[config.mk]
export PLATFORM = sky130hd
export DESIGN_NAME = cpcs_link_ctrl
export DESIGN_NICKNAME = d
export VERILOG_FILES = /design/src/rtl/cpcs_link_pkg.sv /design/src/rtl/cpcs_link_errmon.sv /design/src/rtl/cpcs_link_ctrl.sv
export SDC_FILE = /design/constraint.sdc
export NUM_CORES = 1
export LEC_CHECK = 0
export CAP_MARGIN = 15
export CORE_ASPECT_RATIO = 1.1
export CORE_UTILIZATION = 44
export CTS_CLUSTER_SIZE = 12
export DETAILED_ROUTE_END_ITERATION = 8
export PLACE_DENSITY = 0.66
export SLEW_MARGIN = 10
export SYNTH_ARGS = -nofsm -noshare
export SYNTH_HDL_FRONTEND = slang
export SYNTH_HIERARCHICAL = 1
export SYNTH_SLANG_ARGS = --single-unit
[constraint.sdc]
create_clock -name CLK -period 9.17 [get_ports CLK]
set_input_delay 2.2925 -clock CLK [delete_from_list [all_inputs] [get_ports CLK]]
set_output_delay 2.2925 -clock CLK [all_outputs]
set_load 0.005 [all_outputs]
[src/rtl/cpcs_link_pkg.sv]
`default_nettype none
// ============================================================================
// Module      : cpcs_link_pkg
// Description : Shared constants for the PCS link bring-up sequencer: state
//               encoding, 8b/10b training/idle symbols and word builders.
// Revision    : 1.0 - initial release
// ============================================================================
package cpcs_link_pkg;

    // State encoding, also visible on the STATE output
    localparam logic [2:0] c_ST_OFF        = 3'd0;
    localparam logic [2:0] c_ST_TRAIN      = 3'd1;
    localparam logic [2:0] c_ST_WAIT_ALIGN = 3'd2;
    localparam logic [2:0] c_ST_LOCK       = 3'd3;
    localparam logic [2:0] c_ST_LINK_UP    = 3'd4;

    // 8b/10b symbols used for training and idle fill
    localparam logic [7:0] c_K28_5 = 8'hBC;
    localparam logic [7:0] c_D16_2 = 8'h50;

    // Saturation ceiling of the 16-bit error counter
    localparam logic [15:0] c_CNT16_MAX = 16'hFFFF;

    // Data word for up to 8 byte lanes; bytes above io_size are zero.
    // Training word: K28.5 in every lane. Idle word: K28.5 in lane 0, D16.2 elsewhere.
    function automatic logic [63:0] f_word_data(input int io_size, input logic idle);
        logic [63:0] v_word;
        v_word = '0;
        for (int i = 0; i < 8; i++) begin
            if (i <= io_size) begin
                v_word[i*8 +: 8] = (idle && (i != 0)) ? c_D16_2 : c_K28_5;
            end
        end
        return v_word;
    endfunction

    // K flags matching f_word_data: all lanes K for training, lane 0 only for idle.
    function automatic logic [7:0] f_word_k(input int io_size, input logic idle);
        logic [7:0] v_k;
        v_k = '0;
        for (int i = 0; i < 8; i++) begin
            if (i <= io_size) begin
                v_k[i] = idle ? (i == 0) : 1'b1;
            end
        end
        return v_k;
    endfunction

endpackage : cpcs_link_pkg
`default_nettype wire

[src/rtl/cpcs_link_errmon.sv]
`default_nettype none
// ============================================================================
// Module      : cpcs_link_errmon
// Description : Decoder error monitor. Reduces per-byte decoder status to an
//               errored-word flag, keeps a saturating lifetime error count and,
//               while enabled, a windowed error count that raises err_trip.
// Revision    : 1.0 - initial release
// ============================================================================
module cpcs_link_errmon
    import cpcs_link_pkg::*;
#(
    parameter int IO_SIZE    = 1,
    parameter int ERR_WINDOW = 256,
    parameter int ERR_THRESH = 4
) (
    input  logic              clk,
    input  logic              rst,
    input  logic              i_mon_en,
    input  logic              i_rx_val,
    input  logic [IO_SIZE:0]  i_code_err_n,
    input  logic [IO_SIZE:0]  i_b_cerr,
    input  logic [IO_SIZE:0]  i_rd_err,
    output logic              o_rx_err,
    output logic              o_err_trip,
    output logic [15:0]       o_err_cnt
);

    localparam logic [15:0] c_WIN_LAST = 16'(ERR_WINDOW - 1);
    localparam logic [8:0]  c_THRESH   = 9'(ERR_THRESH);

    logic        w_rx_err;
    logic [8:0]  w_win_sum;
    logic [15:0] r_win_cnt;
    logic [15:0] w_win_cnt_nxt;
    logic [7:0]  r_win_errs;
    logic [7:0]  w_win_errs_nxt;
    logic [15:0] r_err_cnt;
    logic [15:0] w_err_cnt_nxt;

    // Window bookkeeping: the current error joins the compare before the
    // last-cycle clear, and the window idles at zero outside LINK_UP
    always_comb begin
        w_rx_err       = i_rx_val & (~(&i_code_err_n) | (|i_b_cerr) | (|i_rd_err));
        w_win_sum      = {1'b0, r_win_errs} + {8'd0, w_rx_err};
        w_win_cnt_nxt  = r_win_cnt;
        w_win_errs_nxt = r_win_errs;
        w_err_cnt_nxt  = r_err_cnt;

        if (!i_mon_en) begin
            w_win_cnt_nxt  = '0;
            w_win_errs_nxt = '0;
        end else if (r_win_cnt == c_WIN_LAST) begin
            w_win_cnt_nxt  = '0;
            w_win_errs_nxt = '0;
        end else begin
            w_win_cnt_nxt = r_win_cnt + 16'd1;
            if (w_rx_err && (r_win_errs != 8'hFF)) begin
                w_win_errs_nxt = r_win_errs + 8'd1;
            end
        end

        if (w_rx_err && (r_err_cnt != c_CNT16_MAX)) begin
            w_err_cnt_nxt = r_err_cnt + 16'd1;
        end
    end

    // Counter registers
    always_ff @(posedge clk) begin
        if (rst) begin
            r_win_cnt  <= '0;
            r_win_errs <= '0;
            r_err_cnt  <= '0;
        end else begin
            r_win_cnt  <= w_win_cnt_nxt;
            r_win_errs <= w_win_errs_nxt;
            r_err_cnt  <= w_err_cnt_nxt;
        end
    end

    assign o_rx_err   = w_rx_err;
    assign o_err_trip = i_mon_en & (w_win_sum >= c_THRESH);
    assign o_err_cnt  = r_err_cnt;

endmodule : cpcs_link_errmon
`default_nettype wire

[src/rtl/cpcs_link_ctrl.sv]
`default_nettype none
// ============================================================================
// Module      : cpcs_link_ctrl
// Description : Link bring-up and supervision sequencer in front of the PCS
//               8b/10b encoder and word aligner. Trains, waits for alignment,
//               qualifies clean words, then opens the user data path.
// Revision    : 1.0 - initial release
// ============================================================================
module cpcs_link_ctrl
    import cpcs_link_pkg::*;
#(
    parameter int ENDEC_DWIDTH  = 16,
    parameter int IO_SIZE       = (ENDEC_DWIDTH / 8) - 1,
    parameter int WA_RST_CYCLES = 16,
    parameter int ALIGN_TIMEOUT = 4096,
    parameter int LOCK_CNT      = 64,
    parameter int ERR_WINDOW    = 256,
    parameter int ERR_THRESH    = 4
) (
    input  logic                    CLK,
    input  logic                    RESET,
    input  logic                    EN,
    input  logic [ENDEC_DWIDTH-1:0] USR_TX_DATA,
    input  logic [IO_SIZE:0]        USR_TX_K,
    input  logic                    USR_TX_VALID,
    output logic                    USR_TX_READY,
    output logic [ENDEC_DWIDTH-1:0] TX_DATA,
    output logic [IO_SIZE:0]        TX_K_CHAR,
    output logic                    WA_RSTn,
    input  logic                    RX_VAL,
    input  logic                    ALIGNED,
    input  logic [IO_SIZE:0]        CODE_ERR_N,
    input  logic [IO_SIZE:0]        B_CERR,
    input  logic [IO_SIZE:0]        RD_ERR,
    output logic                    LINK_UP,
    output logic                    LINK_DROP,
    output logic [2:0]              STATE,
    output logic [7:0]              RETRY_CNT,
    output logic [15:0]             ERR_CNT
);

    localparam logic [63:0] c_TRAIN_DATA_W = f_word_data(IO_SIZE, 1'b0);
    localparam logic [63:0] c_IDLE_DATA_W  = f_word_data(IO_SIZE, 1'b1);
    localparam logic [7:0]  c_TRAIN_K_W    = f_word_k(IO_SIZE, 1'b0);
    localparam logic [7:0]  c_IDLE_K_W     = f_word_k(IO_SIZE, 1'b1);

    localparam logic [ENDEC_DWIDTH-1:0] c_TRAIN_DATA = c_TRAIN_DATA_W[ENDEC_DWIDTH-1:0];
    localparam logic [ENDEC_DWIDTH-1:0] c_IDLE_DATA  = c_IDLE_DATA_W[ENDEC_DWIDTH-1:0];
    localparam logic [IO_SIZE:0]        c_TRAIN_K    = c_TRAIN_K_W[IO_SIZE:0];
    localparam logic [IO_SIZE:0]        c_IDLE_K     = c_IDLE_K_W[IO_SIZE:0];

    localparam logic [7:0]  c_WA_LAST   = 8'(WA_RST_CYCLES - 1);
    localparam logic [15:0] c_TO_LAST   = 16'(ALIGN_TIMEOUT - 1);
    localparam logic [15:0] c_LOCK_LAST = 16'(LOCK_CNT - 1);

    logic [2:0]              r_state;
    logic [2:0]              w_state_nxt;
    logic [7:0]              r_wa_cnt;
    logic [7:0]              w_wa_cnt_nxt;
    logic [15:0]             r_to_cnt;
    logic [15:0]             w_to_cnt_nxt;
    logic [15:0]             r_lock_cnt;
    logic [15:0]             w_lock_cnt_nxt;
    logic                    w_timeout;
    logic                    w_lock_clean;
    logic                    w_rx_err;
    logic                    w_err_trip;
    logic                    w_accept;

    logic [ENDEC_DWIDTH-1:0] r_tx_data;
    logic [ENDEC_DWIDTH-1:0] w_tx_data_nxt;
    logic [IO_SIZE:0]        r_tx_k;
    logic [IO_SIZE:0]        w_tx_k_nxt;
    logic                    r_wa_rstn;
    logic                    r_ready;
    logic                    r_link_drop;
    logic [7:0]              r_retry_cnt;
    logic [7:0]              w_retry_cnt_nxt;

    cpcs_link_errmon #(
        .IO_SIZE    (IO_SIZE),
        .ERR_WINDOW (ERR_WINDOW),
        .ERR_THRESH (ERR_THRESH)
    ) u_errmon (
        .clk          (CLK),
        .rst          (RESET),
        .i_mon_en     (r_state == c_ST_LINK_UP),
        .i_rx_val     (RX_VAL),
        .i_code_err_n (CODE_ERR_N),
        .i_b_cerr     (B_CERR),
        .i_rd_err     (RD_ERR),
        .o_rx_err     (w_rx_err),
        .o_err_trip   (w_err_trip),
        .o_err_cnt    (ERR_CNT)
    );

    // Next-state and per-state counters; EN low overrides every transition
    always_comb begin
        w_state_nxt    = r_state;
        w_wa_cnt_nxt   = r_wa_cnt;
        w_to_cnt_nxt   = r_to_cnt;
        w_lock_cnt_nxt = r_lock_cnt;
        w_timeout      = 1'b0;
        w_lock_clean   = RX_VAL & ~w_rx_err;

        case (r_state)
            c_ST_OFF: begin
                if (EN) w_state_nxt = c_ST_TRAIN;
            end
            c_ST_TRAIN: begin
                w_wa_cnt_nxt = r_wa_cnt + 8'd1;
                if (r_wa_cnt == c_WA_LAST) w_state_nxt = c_ST_WAIT_ALIGN;
            end
            c_ST_WAIT_ALIGN: begin
                w_to_cnt_nxt = r_to_cnt + 16'd1;
                if (ALIGNED) begin
                    w_state_nxt = c_ST_LOCK;
                end else if (r_to_cnt == c_TO_LAST) begin
                    w_state_nxt = c_ST_TRAIN;
                    w_timeout   = 1'b1;
                end
            end
            c_ST_LOCK: begin
                if (w_rx_err) begin
                    w_lock_cnt_nxt = '0;
                end else if (RX_VAL) begin
                    w_lock_cnt_nxt = r_lock_cnt + 16'd1;
                end
                if (!ALIGNED) begin
                    w_state_nxt = c_ST_TRAIN;
                end else if (w_lock_clean && (r_lock_cnt == c_LOCK_LAST)) begin
                    w_state_nxt = c_ST_LINK_UP;
                end
            end
            c_ST_LINK_UP: begin
                if (!ALIGNED || w_err_trip) w_state_nxt = c_ST_TRAIN;
            end
            default: begin
                w_state_nxt = c_ST_OFF;
            end
        endcase

        if (!EN) begin
            w_state_nxt = c_ST_OFF;
            w_timeout   = 1'b0;
        end

        if (w_state_nxt != r_state) begin
            w_wa_cnt_nxt   = '0;
            w_to_cnt_nxt   = '0;
            w_lock_cnt_nxt = '0;
        end
    end

    // Encoder word selection and retry accounting; an accepted user word
    // always goes out next cycle, even if the link is leaving LINK_UP
    always_comb begin
        w_accept        = USR_TX_VALID & r_ready;
        w_tx_data_nxt   = c_TRAIN_DATA;
        w_tx_k_nxt      = c_TRAIN_K;
        w_retry_cnt_nxt = r_retry_cnt;

        if (w_accept) begin
            w_tx_data_nxt = USR_TX_DATA;
            w_tx_k_nxt    = USR_TX_K;
        end else if ((w_state_nxt == c_ST_LOCK) || (w_state_nxt == c_ST_LINK_UP)) begin
            w_tx_data_nxt = c_IDLE_DATA;
            w_tx_k_nxt    = c_IDLE_K;
        end

        if (w_timeout && (r_retry_cnt != 8'hFF)) begin
            w_retry_cnt_nxt = r_retry_cnt + 8'd1;
        end
    end

    // State, counter and output registers
    always_ff @(posedge CLK) begin
        if (RESET) begin
            r_state     <= c_ST_OFF;
            r_wa_cnt    <= '0;
            r_to_cnt    <= '0;
            r_lock_cnt  <= '0;
            r_tx_data   <= c_TRAIN_DATA;
            r_tx_k      <= c_TRAIN_K;
            r_wa_rstn   <= 1'b0;
            r_ready     <= 1'b0;
            r_link_drop <= 1'b0;
            r_retry_cnt <= '0;
        end else begin
            r_state     <= w_state_nxt;
            r_wa_cnt    <= w_wa_cnt_nxt;
            r_to_cnt    <= w_to_cnt_nxt;
            r_lock_cnt  <= w_lock_cnt_nxt;
            r_tx_data   <= w_tx_data_nxt;
            r_tx_k      <= w_tx_k_nxt;
            r_wa_rstn   <= (w_state_nxt != c_ST_OFF) && (w_state_nxt != c_ST_TRAIN);
            r_ready     <= (w_state_nxt == c_ST_LINK_UP);
            r_link_drop <= (r_state == c_ST_LINK_UP) && (w_state_nxt != c_ST_LINK_UP);
            r_retry_cnt <= w_retry_cnt_nxt;
        end
    end

    assign STATE        = r_state;
    assign TX_DATA      = r_tx_data;
    assign TX_K_CHAR    = r_tx_k;
    assign WA_RSTn      = r_wa_rstn;
    assign USR_TX_READY = r_ready;
    assign LINK_UP      = r_ready;
    assign LINK_DROP    = r_link_drop;
    assign RETRY_CNT    = r_retry_cnt;

endmodule : cpcs_link_ctrl
`default_nettype wire

# ---- Word-level counts from Yosys, hierarchy flattened
# Index checks and enable logic that the tools add are counted.
dict set report word_totals {
  inputBits 30
  out_inout_bits 49
  ff_bits 112
}
dict set report op_classes {
  n_eq_ne 16
  magnitude_cmp 1
  addsub 8
  n_bitwise 9
  n_reduce_logical 18
  n_mux 18
}
# op count
set op_table {}
lappend op_table {{$add A16 B1 Y16 const B} 4}
lappend op_table {{$mux W16} 4}
lappend op_table {{$add A8 B1 Y8 const B} 3}
lappend op_table {{$mux W3} 7}
lappend op_table {{$eq A16 B12 Y1 const B} 1}
lappend op_table {{$eq A16 B6 Y1 const B} 1}
lappend op_table {{$eq A16 B8 Y1 const B} 1}
lappend op_table {{$ne A16 B16 Y1 const B} 1}
lappend op_table {{$ne A8 B8 Y1 const B} 2}
lappend op_table {{$pmux W3 S5} 1}
lappend op_table {{$add A8 B1 Y9} 1}
lappend op_table {{$eq A3 B2 Y1 const B} 3}
lappend op_table {{$ge A9 B3 Y1 const B} 1}
lappend op_table {{$eq A8 B4 Y1 const B} 1}
lappend op_table {{$eq A3 B3 Y1 const B} 2}
lappend op_table {{$logic_and A1 B1 Y1} 6}
lappend op_table {{$reduce_or A2 Y1} 3}
lappend op_table {{$and A1 B1 Y1} 4}
lappend op_table {{$mux W1} 4}
lappend op_table {{$mux W2} 2}
lappend op_table {{$reduce_and A2 Y1} 2}
lappend op_table {{$eq A3 B1 Y1 const B} 1}
lappend op_table {{$logic_not A3 Y1} 1}
lappend op_table {{$ne A3 B1 Y1 const B} 1}
lappend op_table {{9 further kinds} 13}

# ---- Longest topological paths before layout
dict set report logic_depth {
  depth_word 16
  mapped_depth 15
  depth_no_buf 12
}

# ---- Cells and area by module
# Netlist, hierarchy kept.
# module cells_each area_per_inst_um2 instances seq_area_each_um2
set by_module_without_submodules {}
lappend by_module_without_submodules {cpcs_link_ctrl 414 3548.4 1 1441.4}
lappend by_module_without_submodules {cpcs_link_errmon 243 2102.0 1 800.8}

# ---- Least setup slack after synthesis
# Ideal clock, no wire load.
dict set report synth_timing {
  path_type {input -> register}
  start {in B_CERR[1]}
  end {reg r_to_cnt[11]}
  path_buffers 3
  t_required_ns 9.074
  t_arrival_ns 5.048
  stages 14
  setup_time_ns 0.096
  path_slack_ns 4.026
  path_cell_list {nor4_1 a31o_2 buf_2 inv_2 ha_1 ha_1 or3_1 o21ai_0 a21boi_1 and4b_1 clkbuf_1 nor2_1 clkbuf_1 nor4b_1}
}
dict set report synth_between {
  elab_chain_cells 13
  elab_cells_between_ends 18
  classes_between {add/sub: 1; order compare: 1; eq/ne: 1; mux: 5; bitwise: 6; reduce/logical: 4}
}
# element line
set synth_rtl {}
lappend synth_rtl {{start, declared} cpcs_link_ctrl.sv:33} ;# input logic [IO_SIZE:0] B_CERR,
lappend synth_rtl {{$reduce_or A2 Y1} cpcs_link_errmon.sv:43} ;# w_rx_err = i_rx_val & (~(&i_code_err_n) | (|i_b_cerr) | (|i_rd_err));
lappend synth_rtl {{$or A1 B1 Y1 (2 in a row)} cpcs_link_errmon.sv:43}
lappend synth_rtl {{$and A1 B1 Y1} cpcs_link_errmon.sv:43}
lappend synth_rtl {{named net w_rx_err} cpcs_link_ctrl.sv:66} ;# logic w_rx_err;
lappend synth_rtl {{$add A8 B1 Y9} cpcs_link_errmon.sv:44} ;# w_win_sum = {1'b0, r_win_errs} + {8'd0, w_rx_err};
lappend synth_rtl {{$ge A9 B3 Y1} cpcs_link_errmon.sv:81} ;# assign o_err_trip = i_mon_en & (w_win_sum >= c_THRESH);
lappend synth_rtl {{$and A1 B1 Y1} cpcs_link_errmon.sv:81}
lappend synth_rtl {{named net w_err_trip} cpcs_link_ctrl.sv:67} ;# logic w_err_trip;
lappend synth_rtl {{$logic_or A1 B1 Y1} cpcs_link_ctrl.sv:136} ;# if (!ALIGNED || w_err_trip) w_state_nxt = c_ST_TRAIN;
lappend synth_rtl {{$mux W3} cpcs_link_ctrl.sv:136}
lappend synth_rtl {{$pmux W3 S5} cpcs_link_ctrl.sv:106} ;# case (r_state)
lappend synth_rtl {{$mux W3} cpcs_link_ctrl.sv:143} ;# if (!EN) begin
lappend synth_rtl {{$ne A3 B3 Y1} cpcs_link_ctrl.sv:148} ;# if (w_state_nxt != r_state) begin
lappend synth_rtl {{$reduce_or A2 Y1 (no line)} --}
lappend synth_rtl {{end signal, assigned} cpcs_link_ctrl.sv:192} ;# r_to_cnt <= w_to_cnt_nxt;
lappend synth_rtl {{end, declared} cpcs_link_ctrl.sv:60} ;# logic [15:0] r_to_cnt;
# The timed path passes the listed nets, and every way through them passes these cells.
# A chain may end at the register's enable or synchronous reset.

# ---- Worst setup path after layout
dict set report layout_timing {
  start {in B_CERR[0]}
  end {reg r_wa_cnt[2]}
}
dict set report layout_between {
  elab_chain_cells 13
  elab_cells_between_ends 18
  classes_between {add/sub: 1; order compare: 1; eq/ne: 1; mux: 5; bitwise: 6; reduce/logical: 4}
}
# element line
set layout_rtl {}
lappend layout_rtl {{$reduce_or A2 Y1} cpcs_link_errmon.sv:43}
lappend layout_rtl {{$or A1 B1 Y1 (2 in a row)} cpcs_link_errmon.sv:43}
lappend layout_rtl {{$and A1 B1 Y1} cpcs_link_errmon.sv:43}
lappend layout_rtl {{named net w_rx_err} cpcs_link_ctrl.sv:66}
lappend layout_rtl {{$add A8 B1 Y9} cpcs_link_errmon.sv:44}
lappend layout_rtl {{$ge A9 B3 Y1} cpcs_link_errmon.sv:81}
lappend layout_rtl {{$and A1 B1 Y1} cpcs_link_errmon.sv:81}
lappend layout_rtl {{named net w_err_trip} cpcs_link_ctrl.sv:67}
lappend layout_rtl {{$logic_or A1 B1 Y1} cpcs_link_ctrl.sv:136}
lappend layout_rtl {{$mux W3} cpcs_link_ctrl.sv:136}
lappend layout_rtl {{$pmux W3 S5} cpcs_link_ctrl.sv:106}
lappend layout_rtl {{$mux W3} cpcs_link_ctrl.sv:143}
lappend layout_rtl {{$ne A3 B3 Y1} cpcs_link_ctrl.sv:148}
lappend layout_rtl {{$reduce_or A2 Y1 (no line)} --}
lappend layout_rtl {{end signal, assigned} cpcs_link_ctrl.sv:191} ;# r_wa_cnt <= w_wa_cnt_nxt;
lappend layout_rtl {{end, declared} cpcs_link_ctrl.sv:58} ;# logic [7:0] r_wa_cnt;
# The timed path passes the listed nets, and every way through them passes these cells.

==> results.cfg <==
[power_and_ir_drop]
leakagePower_nw = 2.26
seq_power_share = 0.541
p_int_mw = 0.700
swShare = 0.226
pwr-share-comb = 0.048
p_clk_frac = 0.411
total_power_mw = 0.905
power_switching_mw = 0.205
ir_worst_vdd_uv = 122
power.density_nw_per_um2 = 133

[yosys]
synth_warnings = 6
syn_area_um2 = 5650
synth_enable_flop_cells = 0
synth_cell_type_count = 66
async_flop_share = 0
syn_avg_cell_area_um2 = 8.60
syn-num-nets = 696
synth_ff_type = dfxtp_1
ys_ff_latch = 112
yosysSeqAreaShare = 0.397
syn-instance-count = 657

[sta]
setup_tns_ns = 0
fin_crit_ns = 5.93
rsz0062_at_grt = no
relSlewSlack = 0.323
max_freq_mhz = 169
post-route-period-util = 0.647
tightest_slew_ns = 1.02
maxSlewViolCount = 0
setup_viol = 0
finalHoldViolations = 0
layout_setup_ws_ns = 3.24
holdWs_ns = 0.443
fin_worst_skew_ns = 0.00843

[cts]
cts_hold_buf = 0
cts_sinks = 112
cts.path.max_buffers = 2
cts_setup_buffers = 0
cts_buffers = 9
cts_resized = 0
cts_tree = built
root_buffer = clkbuf_16
path_clk_slew_ns = 0.07
cts_max_level = 3
clock_latency_ns = 0.35

[grt]
grt_pass1_wl_um = 22100
track_usage = 0.211
grt_antenna_before_repair = 0
grt_max_degree = 76
grt_overflow = 0
grt_pass1_vias = 4670

[status]
status = completed

[floorplan]
rows = 43
pin_count = 79
core_um2 = 12600
die_w_um = 110
dieArea_um2 = 13300
initial_core_util = 0.449
die_h_um = 121

[route]
wire_per_inst_um = 15.3
detail-route-antenna-nets = 0
routed_via_density = 5.75
dr_total_vias = 5029
drc_errors = 0
firstDrtPassIters = 5
drt-total-wl_um = 13400
drtIter0Drc = 299

[critical_path]
crit_end = r_wa_cnt[2]
startpoint_type = primary input
path_max_fanout = 40
slowest_delay_ns = 0.58
crit_chain = clkdlybuf4s50_1 > nor4_1 > a31o_2 > inv_2 > ha_1 > ha_1 > or3_1 > o21ai_0 > a21boi_1 > o311a_1 > nor2_1 > a211oi_4 > buf_4 > nor4b_1
cpMostUsedCell = ha_1
arrival_ns = 6.17
rrSetupSlack_ns = 6.43
rr_worst_depth = 6
timing.rr.end = TX_DATA[14]
reg2reg_from = STATE[2]
cp.depth = 14
crit_buf_inv = 3
cp_top_family = simple AND/OR/NAND/NOR gates
startpoint = B_CERR[0]
worstSetupEndpointType = register
crit_required_ns = 9.41
cpMaxStageDelayCell = a31o_2
crit_type = primary input to register

[layout]
antenna_cells = 0
utilization = 0.539
syn_to_final_growth_pct = 20.0
finalNonFillerCells = 875
drive_gt1_frac = 0.0557
final_common_cell = dfxtp_1
nets = 752
final_cell_mix = dfxtp_1, clkdlybuf4s50_1, nor2_1
fin_area_um2 = 6780

[place]
place_ws_ns = 2.94
placed_area_um2 = 6500
place_congestion = 0.818
port_buffers = 78
dp_hpwl_um = 9100
placed_cells = 859

[hold_path]
min_from = u_errmon/r_win_cnt[0]
min_path_type = register to register

[flow_run]
max_cap_violations = 0
==> cells in the mapped netlist (3+ instances only) <==
cell type | number | area, um^2
buf_2 | 12 | 60.1
nand2_1 | 42 | 158
o31a_1 | 4 | 35.0
o22ai_1 | 3 | 18.8
nor4_1 | 41 | 257
o41ai_1 | 3 | 26.3
and4_1 | 13 | 114
nor3_1 | 20 | 100
mux2_1 | 7 | 78.8
inv_1 | 14 | 52.6
xnor2_1 | 11 | 96.3
a21oi_1 | 26 | 130
or4_1 | 10 | 75.1
nor4b_1 | 24 | 210
o21ai_0 | 24 | 120
a211oi_1 | 5 | 37.5
o31ai_1 | 6 | 45.0
dfxtp_1 | 112 | 2240
nor2_1 | 67 | 251
clkbuf_1 | 19 | 71.3
nand3_1 | 33 | 165
buf_4 | 4 | 30.0
o21a_1 | 7 | 52.6
nor2b_1 | 9 | 56.3
xor2_1 | 28 | 245
or3_1 | 18 | 113
and3_1 | 7 | 43.8
a31oi_1 | 3 | 18.8
and2_1 | 9 | 56.3
nand4_1 | 21 | 131
ha_1 | 9 | 113
==> how the worst min path moves through the flow <==
stage | cells after the start | slack (ns) | end
2_1_floorplan | 1 | 0.41 | u_errmon/r_win_cnt[0]
3_3_place_gp | 1 | 0.42 | u_errmon/r_win_cnt[0]
3_5_place_dp | 1 | 0.43 | u_errmon/r_win_cnt[0]
4_1_cts | 1 | 0.44 | u_errmon/r_win_cnt[0]
5_1_grt | 1 | 0.49 | u_errmon/r_win_cnt[0]
6_report | 1 | 0.44 | u_errmon/r_win_cnt[0]
==> layer usage <==
layer	global-route usage	wire, um
met5	0	0
met4	0.0808	248
met3	0.0381	465
met2	0.348	6470
met1	0.270	6230
==> final cells by class <==
cell class,instances,area (um^2)
multi-input combinational,493,3200
timing repair buffer,82,806
fill,1177,5810
inverter,15,56.3
clock buffer,11,243
clock inverter,5,38.8
tap,157,196
sequential,112,2240
==> sequential cells by signal, summed over array words and instances, names as in the netlist <==
signal,count
u_errmon/o_err_cnt,16
u_errmon/r_win_errs,8
r_lock_cnt,16
STATE,3
u_errmon/r_win_cnt,16
r_wa_cnt,8
r_to_cnt,16
TX_DATA,16
RETRY_CNT,8
WA_RSTn,1
LINK_DROP,1
LINK_UP,1
TX_K_CHAR,2
==> logic make-up (layout without fill, tap and decap cells) <==
kind of cell / Yosys count / count (layout) / synth area share
xor+xnor: 39 / 39 / 0.0605
fa+ha+maj: 9 / 9 / 0.0199
flops: 112 / 112 / 0.397
mux: 10 / 10 / 0.0202
simple gates: 340 / 340 / 0.355
compound gates: 95 / 95 / 0.107
buf+inv: 52 / 113 / 0.0401
==> power groups by stage <==
| stage | registers (mW) | logic (mW) | clock network [mW] |
|---|---|---|---|
| floorplan | 0.500 | 0.0227 | 0 |
| global placement | 0.501 | 0.0424 | 0 |
| detailed placement | 0.501 | 0.0432 | 0 |
| CTS | 0.490 | 0.0434 | 0.384 |
| global route | 0.490 | 0.0478 | 0.402 |
| finish | 0.490 | 0.0436 | 0.372 |
Power figures use the tool's default switching activity.
